### config.mk
export PLATFORM = sky130hd
export DESIGN_NAME = seek_agc_ctrl
export DESIGN_NICKNAME = d
export VERILOG_FILES = /design/src/rtl/seek_agc_ctrl.sv
export SDC_FILE = /design/constraint.sdc
export NUM_CORES = 1
export LEC_CHECK = 0
export ABC_AREA = 1
export CORE_UTILIZATION = 55
export CTS_BUF_LIST = sky130_fd_sc_hd__clkbuf_2 sky130_fd_sc_hd__clkbuf_4 sky130_fd_sc_hd__clkbuf_8
export DETAILED_ROUTE_END_ITERATION = 10
export PLACE_DENSITY = 0.75
export SLEW_MARGIN = 20
export SYNTH_ARGS = -nofsm -noshare
export SYNTH_HDL_FRONTEND = slang
export SYNTH_SLANG_ARGS = --single-unit
### constraint.sdc
create_clock -name clk -period 4.45 [get_ports clk]
set_clock_uncertainty 0.15 [all_clocks]
set_input_delay 0.89 -clock clk [delete_from_list [all_inputs] [get_ports clk]]
set_output_delay 0.89 -clock clk [all_outputs]
set_load 0.01 [all_outputs]
### src/rtl/seek_agc_ctrl.sv
// seek_agc_ctrl: averages the envelope level over fixed windows and uses it for
// a gain AGC loop, a stepping station seek on the NCO word, and SPI pass-through.
module seek_agc_ctrl #(
  parameter logic [15:0] STEP       = 16'd64,
  parameter int          MAX_STEPS  = 1024,
  parameter int          SETTLE_CYC = 4096,
  parameter int          WIN_LOG2   = 12,
  parameter logic [7:0]  SEEK_TH    = 8'd48,
  parameter logic [7:0]  AGC_HI     = 8'd200,
  parameter logic [7:0]  AGC_LO     = 8'd40
) (
  input  logic        clk,
  input  logic        RSTb,
  input  logic [15:0] spi_phase_inc,
  input  logic [2:0]  spi_gain,
  input  logic        spi_load,
  input  logic [7:0]  env_in,
  input  logic        seek_start,
  input  logic        seek_dir,
  input  logic        agc_en,
  output logic [15:0] phase_inc,
  output logic [2:0]  gain,
  output logic        busy,
  output logic        found,
  output logic [7:0]  level
);

  localparam int ACC_W = 8 + WIN_LOG2;
  localparam int SC_W  = $clog2(MAX_STEPS + 1);
  localparam int ST_W  = $clog2(SETTLE_CYC + 1);

  typedef enum logic [1:0] {ST_IDLE, ST_STEP, ST_SETTLE, ST_MEASURE} state_t;

  state_t              state;
  state_t              state_nxt;
  logic [ACC_W-1:0]    accum;
  logic [ACC_W-1:0]    win_sum;
  logic [WIN_LOG2-1:0] win_cnt;
  logic [7:0]          win_level;
  logic                meas_run;
  logic                eng_clr;
  logic                win_done;
  logic [ST_W-1:0]     settle_cnt;
  logic                settle_done;
  logic [SC_W-1:0]     step_cnt;
  logic                steps_out;
  logic                seek_hit;
  logic [15:0]         start_pi;
  logic                seek_up;
  logic                do_load;
  logic                do_start;
  logic                do_step;
  logic                do_hit;
  logic                do_miss;
  logic                do_agc;

  function automatic logic [7:0] win_mean(input logic [ACC_W-1:0] sum);
    return sum[ACC_W-1:WIN_LOG2];
  endfunction

  // Saturating one-step gain move: too loud backs off, too quiet opens up.
  function automatic logic [2:0] agc_next(input logic [2:0] g, input logic [7:0] lvl);
    if (lvl > AGC_HI && g != 3'd0)
      return g - 3'd1;
    else if (lvl < AGC_LO && g != 3'd7)
      return g + 3'd1;
    return g;
  endfunction

  function automatic logic [15:0] step_pi(input logic [15:0] pi, input logic up);
    return up ? pi + STEP : pi - STEP;
  endfunction

  // Measurement engine: runs in IDLE/MEASURE, held cleared while retuning.
  assign meas_run  = (state == ST_IDLE) || (state == ST_MEASURE);
  assign eng_clr   = spi_load || !meas_run;
  assign win_done  = meas_run && !spi_load && (&win_cnt);
  assign win_sum   = accum + {{WIN_LOG2{1'b0}}, env_in};
  assign win_level = win_mean(win_sum);

  always_ff @(posedge clk or negedge RSTb) begin
    if (!RSTb) begin
      accum   <= '0;
      win_cnt <= '0;
      level   <= '0;
    end else if (eng_clr) begin
      accum   <= '0;
      win_cnt <= '0;
    end else if (win_done) begin
      accum   <= '0;
      win_cnt <= '0;
      level   <= win_level;
    end else begin
      accum   <= win_sum;
      win_cnt <= win_cnt + WIN_LOG2'(1);
    end
  end

  always_ff @(posedge clk or negedge RSTb) begin
    if (!RSTb)
      settle_cnt <= '0;
    else if (state == ST_SETTLE)
      settle_cnt <= settle_cnt + ST_W'(1);
    else
      settle_cnt <= '0;
  end

  assign settle_done = (settle_cnt == ST_W'(SETTLE_CYC - 1));
  assign steps_out   = (step_cnt == SC_W'(MAX_STEPS));
  assign seek_hit    = (win_level >= SEEK_TH);

  always_ff @(posedge clk or negedge RSTb) begin
    if (!RSTb)
      state <= ST_IDLE;
    else
      state <= state_nxt;
  end

  always_comb begin
    state_nxt = state;
    unique case (state)
      ST_IDLE:
        if (!spi_load && seek_start) state_nxt = ST_STEP;
      ST_STEP:
        state_nxt = spi_load ? ST_IDLE : ST_SETTLE;
      ST_SETTLE:
        if (spi_load)         state_nxt = ST_IDLE;
        else if (settle_done) state_nxt = ST_MEASURE;
      ST_MEASURE:
        if (spi_load)                                 state_nxt = ST_IDLE;
        else if (win_done && (seek_hit || steps_out)) state_nxt = ST_IDLE;
        else if (win_done)                            state_nxt = ST_STEP;
      default:
        state_nxt = ST_IDLE;
    endcase
  end

  // spi_load is honoured in every state; it doubles as the seek abort.
  always_comb begin
    do_load  = spi_load;
    do_start = 1'b0;
    do_step  = 1'b0;
    do_hit   = 1'b0;
    do_miss  = 1'b0;
    do_agc   = 1'b0;
    unique case (state)
      ST_IDLE: begin
        do_start = seek_start && !spi_load;
        do_agc   = win_done && agc_en && !seek_start;
      end
      ST_STEP:
        do_step = !spi_load;
      ST_MEASURE: begin
        do_hit  = win_done && seek_hit;
        do_miss = win_done && !seek_hit && steps_out;
      end
      default: ;
    endcase
  end

  always_ff @(posedge clk or negedge RSTb) begin
    if (!RSTb) begin
      phase_inc <= '0;
      gain      <= '0;
      busy      <= 1'b0;
      found     <= 1'b0;
      start_pi  <= '0;
      seek_up   <= 1'b0;
      step_cnt  <= '0;
    end else if (do_load) begin
      phase_inc <= spi_phase_inc;
      if (!agc_en) gain <= spi_gain;
      busy      <= 1'b0;
      found     <= 1'b0;
    end else if (do_start) begin
      start_pi  <= phase_inc;
      seek_up   <= seek_dir;
      step_cnt  <= '0;
      busy      <= 1'b1;
      found     <= 1'b0;
    end else if (do_step) begin
      phase_inc <= step_pi(phase_inc, seek_up);
      step_cnt  <= step_cnt + SC_W'(1);
    end else if (do_hit) begin
      found     <= 1'b1;
      busy      <= 1'b0;
    end else if (do_miss) begin
      phase_inc <= start_pi;
      found     <= 1'b0;
      busy      <= 1'b0;
    end else if (do_agc) begin
      gain      <= agc_next(gain, win_level);
    end
  end

endmodule

## After elaboration in Yosys (flattened, before gate mapping)

Index checks and enable logic that the tools add are counted.

| storage, ports and cells | value |
|---|---|
| output and inout bits | 29 |
| RAM bits | 0 |
| input port bits | 33 |
| bits in latches | 0 |
| memory bits (read-only) | 0 |
| register bits after elaboration | 104 |
| memories kept | 0 |
| word-level logic and storage cells | 127 |

| cells by class | value |
|---|---|
| equal/unequal tests | 16 |
| divide/modulo/power cells | 0 |
| shift-type cells | 0 |
| order comparisons | 3 |
| $mul | 0 |
| bitwise operators | 2 |
| mux-type cells | 53 |
| reduce and logical (&&, ||, !) cells | 33 |
| add/sub/neg operators | 8 |

Operators by type and width:

| cell | count |
|---|---|
| $mux W16 | 6 |
| $mux W20 | 2 |
| $mux W3 | 10 |
| $mux W12 | 2 |
| $mux W1 | 22 |
| $mux W11 | 2 |
| $add A20 B8 Y20 | 1 |
| $add A16 B7 Y16 const B | 1 |
| $sub A16 B7 Y16 const B | 1 |
| $mux W2 | 7 |
| $add A13 B1 Y13 const B | 1 |
| $eq A13 B12 Y1 const B | 1 |
| $mux W13 | 1 |
| $add A12 B1 Y12 const B | 1 |
| $ne A3 B3 Y1 const B | 4 |
| $reduce_and A12 Y1 | 1 |
| $add A11 B1 Y11 const B | 1 |
| $eq A11 B11 Y1 const B | 1 |
| $logic_and A1 B1 Y1 | 11 |
| $ne A2 B2 Y1 const B | 5 |
| $ge A8 B6 Y1 const B | 1 |
| $gt A8 B8 Y1 const B | 1 |
| $lt A8 B6 Y1 const B | 1 |
| $pmux W2 S4 | 1 |
| 16 further kinds | 30 |

## Longest topological paths before layout

| logic depth | value |
|---|---|
| word-level depth | 20 |
| depth in mapped cells | 23 |
| mapped depth without buffers | 23 |

## Least setup slack after synthesis

OpenSTA, ideal clock, no wires.

| timing path | value |
|---|---|
| path type | input to register |
| from | input env_in[0] |
| to | register gain[2] |
| arrival time | 3230 ps |
| library setup time | 118 ps |
| slack | 952 ps |
| stages on the path | 20 |
| required time | 4182 ps |
| buffers on the path | 0 |
| cells stage by stage | ha_1 -> fa_1 -> nand2_1 -> nand2_1 -> nand3_1 -> nand2_1 -> nand3_1 -> nand2_2 -> nand3_1 -> nor2_1 -> nor2_1 -> nand2_1 -> fa_1 -> xor2_1 -> inv_1 -> nand3_1 -> nand3_1 -> nand2_1 -> nand3_1 -> nand2_1 |

| on the way | value |
|---|---|
| cells in the longest elaborated chain, start to end | 13 |
| elaborated cells on any way between the ends | 32 |
| classes of those cells | add/sub: 1; order compare: 3; eq/ne: 2; mux: 18; reduce/logical: 8 |

Ends and longest elaborated chain:

| item | line | RTL |
|---|---|---|
| start, declared | 17 | `input logic [7:0] env_in,` |
| $add A20 B8 Y20 (*) | 78 | `assign win_sum = accum + {{WIN_LOG2{1'b0}}, env_in};` |
| $lt A8 B6 Y1 | 65 | `else if (lvl < AGC_LO && g != 3'd7)` |
| $logic_and A1 B1 Y1 | 65 |  |
| $mux W1 | 65 |  |
| $mux W1 | 63 | `if (lvl > AGC_HI && g != 3'd0)` |
| $mux W1 | 191 | `end else if (do_agc) begin` |
| $mux W1 | 187 | `end else if (do_miss) begin` |
| $mux W1 | 184 | `end else if (do_hit) begin` |
| $mux W1 | 181 | `end else if (do_step) begin` |
| $mux W1 | 175 | `end else if (do_start) begin` |
| $mux W1 | 170 | `end else if (do_load) begin` |
| $reduce_bool A2 Y1 (no line) | n/a |  |
| $reduce_and A7 Y1 (no line) | n/a |  |
| end signal, assigned | 172 | `if (!agc_en) gain <= spi_gain;` |
| end signal, assigned | 192 | `gain <= agc_next(gain, win_level);` |
| end, declared | 22 | `output logic [2:0] gain,` |

Every way passes the cells marked *; elsewhere a longest branch is shown, timed or not. The select of a mux whose other input is x is not followed.
A chain may end at the register's enable or synchronous reset.

## Final worst setup path

| timing path | value |
|---|---|
| from | input env_in[0] |
| to | register gain[1] |

Same word-level chain as after synthesis.

==> impl_results.md <==
* Status: finished, final reports clean
* Cell taking the most area after synthesis: dfrtp_1
* FF+latch count, synth at 104
* WL final at 13.3 mm
* Buffer count from post-CTS setup fixing at 0
* IO Count at 62
* Share of cells above drive strength 1 at 8.04%
* Clk_lat worst skew at 0.39 ns
* 1st-iter DRT viols at 248
* Initial Util at about 57%
* Combinational power share at 45.7%
* Crit path buf inv count at 1
* Filler cells at 891
* Clock Sinks at 104
* Power per cell area at a little over 500 nW/um^2
* Final worst slack at roughly 0.63 ns
* Vias in the first global route at 4974
* Antenna violations before repair at 0
* Final Hold Fails at 0
* Startpoint types: input port
* Non-filler instance count after layout at 969
* YS warnings at 0
* Final worst path period share at roughly 86%
* Hold WC Path Type: register to register
* Crit end category: register
* GP Congestion at a little under 0.9
* Final-report max-slew violation count at 0
* Unrepaired setup endpoints after global routing: false
* Endpoints failing setup at 0
* Placed Cells at between 900 and 1000
* Fmax at ~260 MHz
* CTS Buffer Depth at 2
* Mapped Cells at 763
* Dpl hpwl at 9.59 mm
* Synth unique cells at 42
* Syn nets at 823
* Setup Crit Path Kind: input port to register
* CTS buffer count at 9
* Row count at 37
* Pre-CTS worst setup slack at 0.275 ns
* # resized after CTS at 0
* CP max FO at 4
* Die Height at 106 microns
* First-pass GRT wire length at 22.8 mm
* Clock Tree Root: clkbuf_8
* Ant. Diodes at 0
* Post-route DRC at 0
* Die Wd at 106 microns
* CP required at 4.63 ns
* Largest cells by area after synthesis: dfrtp_1 (44%), nand2_1 (14%), inv_1 (5.3%), ha_1 (5.0%), nor2_1 (4.7%)
* IO Port Bufs at roughly 60
* Total track usage at about 26%
* Delay-heaviest family, CP: simple AND/OR/NAND/NOR gates
* Largest net degree at the start of global routing at 70
* Switch Pwr at approximately 1.5 mW
* Routed vias/inst at around 5.3
* Hold_buf cts at 0
* MaxCap Viol Count at 0
* Core Box Area at 10400 sq um
* Crit path DAT at 3.99 ns
* Leakage power at 3.39 nW
* Actual slew at the worst max-slew pin at 0.853 ns
* Total grt overflow at 0
* Nets at 888
* Worst path most repeated cell: nand2_1
* CP peak stage delay at 0.44 ns
* Mean Syn Cell Area at around 8 sq um
* Seq/Total Area, Yosys at 43.6%
* H-tree depth at 3
* Register share of total power at a little under two fifths
* Mapped Area at 5970 sq um
* CTS tree: done
* Die Area at 11300 sq um
* Net Sw Frac at 41.8%
* Antenna-violating nets left at 0
* Synth-to-layout area growth at 16.3%
* Total internal power at 2.10 mW
* Clock power share at between 15 and 20%
* CP max-delay cell: fa_1
* Post-route setup TNS at 0 ns
* Max_slew headroom at a little over two fifths
* DR pass1 iterations at 5
* Critical-path cell list: clkdlybuf4s50_1 -> ha_1 -> fa_1 -> nand2_1 -> nand2_1 -> nand3_1 -> nand2_1 -> nand2_1 -> xor2_1 -> nand2_1 -> nor2_1 -> nand2_1 -> nand2_1 -> fa_1 -> o21ai_0 -> nand3_1 -> nand2_1
* Final min period at 3.82 ns
* Vias at a little over 5000
* Peak VDD IR at 445 uV
* CTS clock-pin slew for the worst setup and hold paths at 0.11 ns
* Synth top area share at 43.6%
* Avg WL per Cell at 13.7 microns
[cells by family (layout without fill, tap and decap cells)]
family / count (synthesis) / in the layout / share of synthesized area [%]
buf+inv: 102 / 172 / 6.66
fa+ha+maj: 27 / 27 / 6.03
flops: 104 / 104 / 43.6
xor+xnor: 22 / 22 / 3.23
simple gates: 413 / 413 / 30.5
compound gates: 95 / 95 / 9.95
[area by class of cell]
class	instances	area, sq um	share of cell area [%]
inverters	86	323	4.65
well taps	136	170	2.45
repair buffers	70	676	9.73
flip-flops and latches	104	2600	37.5
clock buffers	9	124	1.78
multi-input cells	557	2970	42.8
clock inverters	7	76.3	1.10
[cell usage after synthesis]
master,number
clkinv_1,1
a31oi_1,1
nand3b_1,1
xnor2_1,12
nor3b_1,3
nand4_1,6
nand3b_4,1
nand3_1,52
o21ai_2,9
a221oi_1,3
fa_1,3
nand4_4,1
nor2_4,3
buf_4,2
dfrtp_1,104
nand4_2,1
ha_1,24
inv_1,84
xor2_1,10
nand2_2,9
or2_2,5
o21ai_4,1
nor3_1,13
and2_1,2
a21boi_1,1
nor2_1,74
a22oi_1,13
inv_2,1
nand2_1,228
clkbuf_1,13
o21a_1,2
a22o_1,1
o31ai_1,1
nand3_2,6
o2111ai_1,1
a21oi_1,28
nor2_2,4
o21ai_0,30
a2bb2oi_1,1
a211oi_1,3
nor4_1,4
buf_6,1
[path summary, 6_finish.rpt]
kind | start | endpoint | slack (ns) | depth (start not counted)
max | env_in[0] | gain[1] | 0.63 | 17
max in group asynchronous | RSTb | phase_inc[13] | 2.88 | 2
max reg2reg | accum[0] | gain[1] | 1.20 | 16
min in group asynchronous | RSTb | accum[5] | 0.46 | 1
min | step_cnt[2] | step_cnt[2] | 0.31 | 1
min reg2reg | step_cnt[2] | step_cnt[2] | 0.31 | 1
[power by group through the flow]
| stage | logic (mW) | registers, mW | clock network (mW) |
|---|---|---|---|
| after floorplan | 1.14 | 1.34 | 0 |
| after global placement | 1.59 | 1.35 | 0 |
| after detailed placement | 1.64 | 1.35 | 0 |
| after CTS | 1.65 | 1.33 | 0.637 |
| after global routing | 1.87 | 1.36 | 0.671 |
| final | 1.64 | 1.33 | 0.622 |
[through the flow]
step	cell area [sq um]	hold slack [ns]	utilization, %	power [mW]
3_3_place_gp	6740	0.290	64.7	2.94
2_1_floorplan	5970	0.273	-	2.48
4_1_cts	6940	0.315	66.7	3.62
3_5_place_dp	6740	0.296	64.7	2.99
5_1_grt	6940	0.320	66.7	3.90
6_report	6940	0.312	66.7	3.60
[sequential cells by signal, summed over array words and instances, names as in the netlist]
register    cells
level           8
busy            1
start_pi       16
step_cnt       11
phase_inc      16
found           1
accum          20
state           2
gain            3
settle_cnt     13
seek_up         1
win_cnt        12
[per-layer routing]
metal / vias to the layer above / GRT usage [%] / part of all wire, % / routed length [microns]
met5: - / 0 / 0 / 0
met3: 13 / 7.54 / 5.9 / 786
met2: 114 / 42.3 / 48 / 6360
met1: 2409 / 32.7 / 45 / 5980
met4: 0 / 6.45 / 1.2 / 157
li1: 2585 / - / - / -
[cell usage in the layout, fill, tap and decap left out, types with 6 or more instances in the layout]
| cell type | n |
|---|---|
| nor2_1 | 74 |
| nand3_1 | 52 |
| nand4_1 | 6 |
| o21ai_2 | 9 |
| xnor2_1 | 12 |
| buf_4 | 10 |
| nand2_1 | 228 |
| dfrtp_1 | 104 |
| o21ai_0 | 30 |
| nand2_2 | 9 |
| xor2_1 | 10 |
| a21oi_1 | 28 |
| clkbuf_8 | 9 |
| ha_1 | 24 |
| nand3_2 | 6 |
| nor3_1 | 13 |
| a22oi_1 | 13 |
| clkdlybuf4s50_1 | 60 |
| inv_1 | 84 |
(Power assumes the default switching activity.)
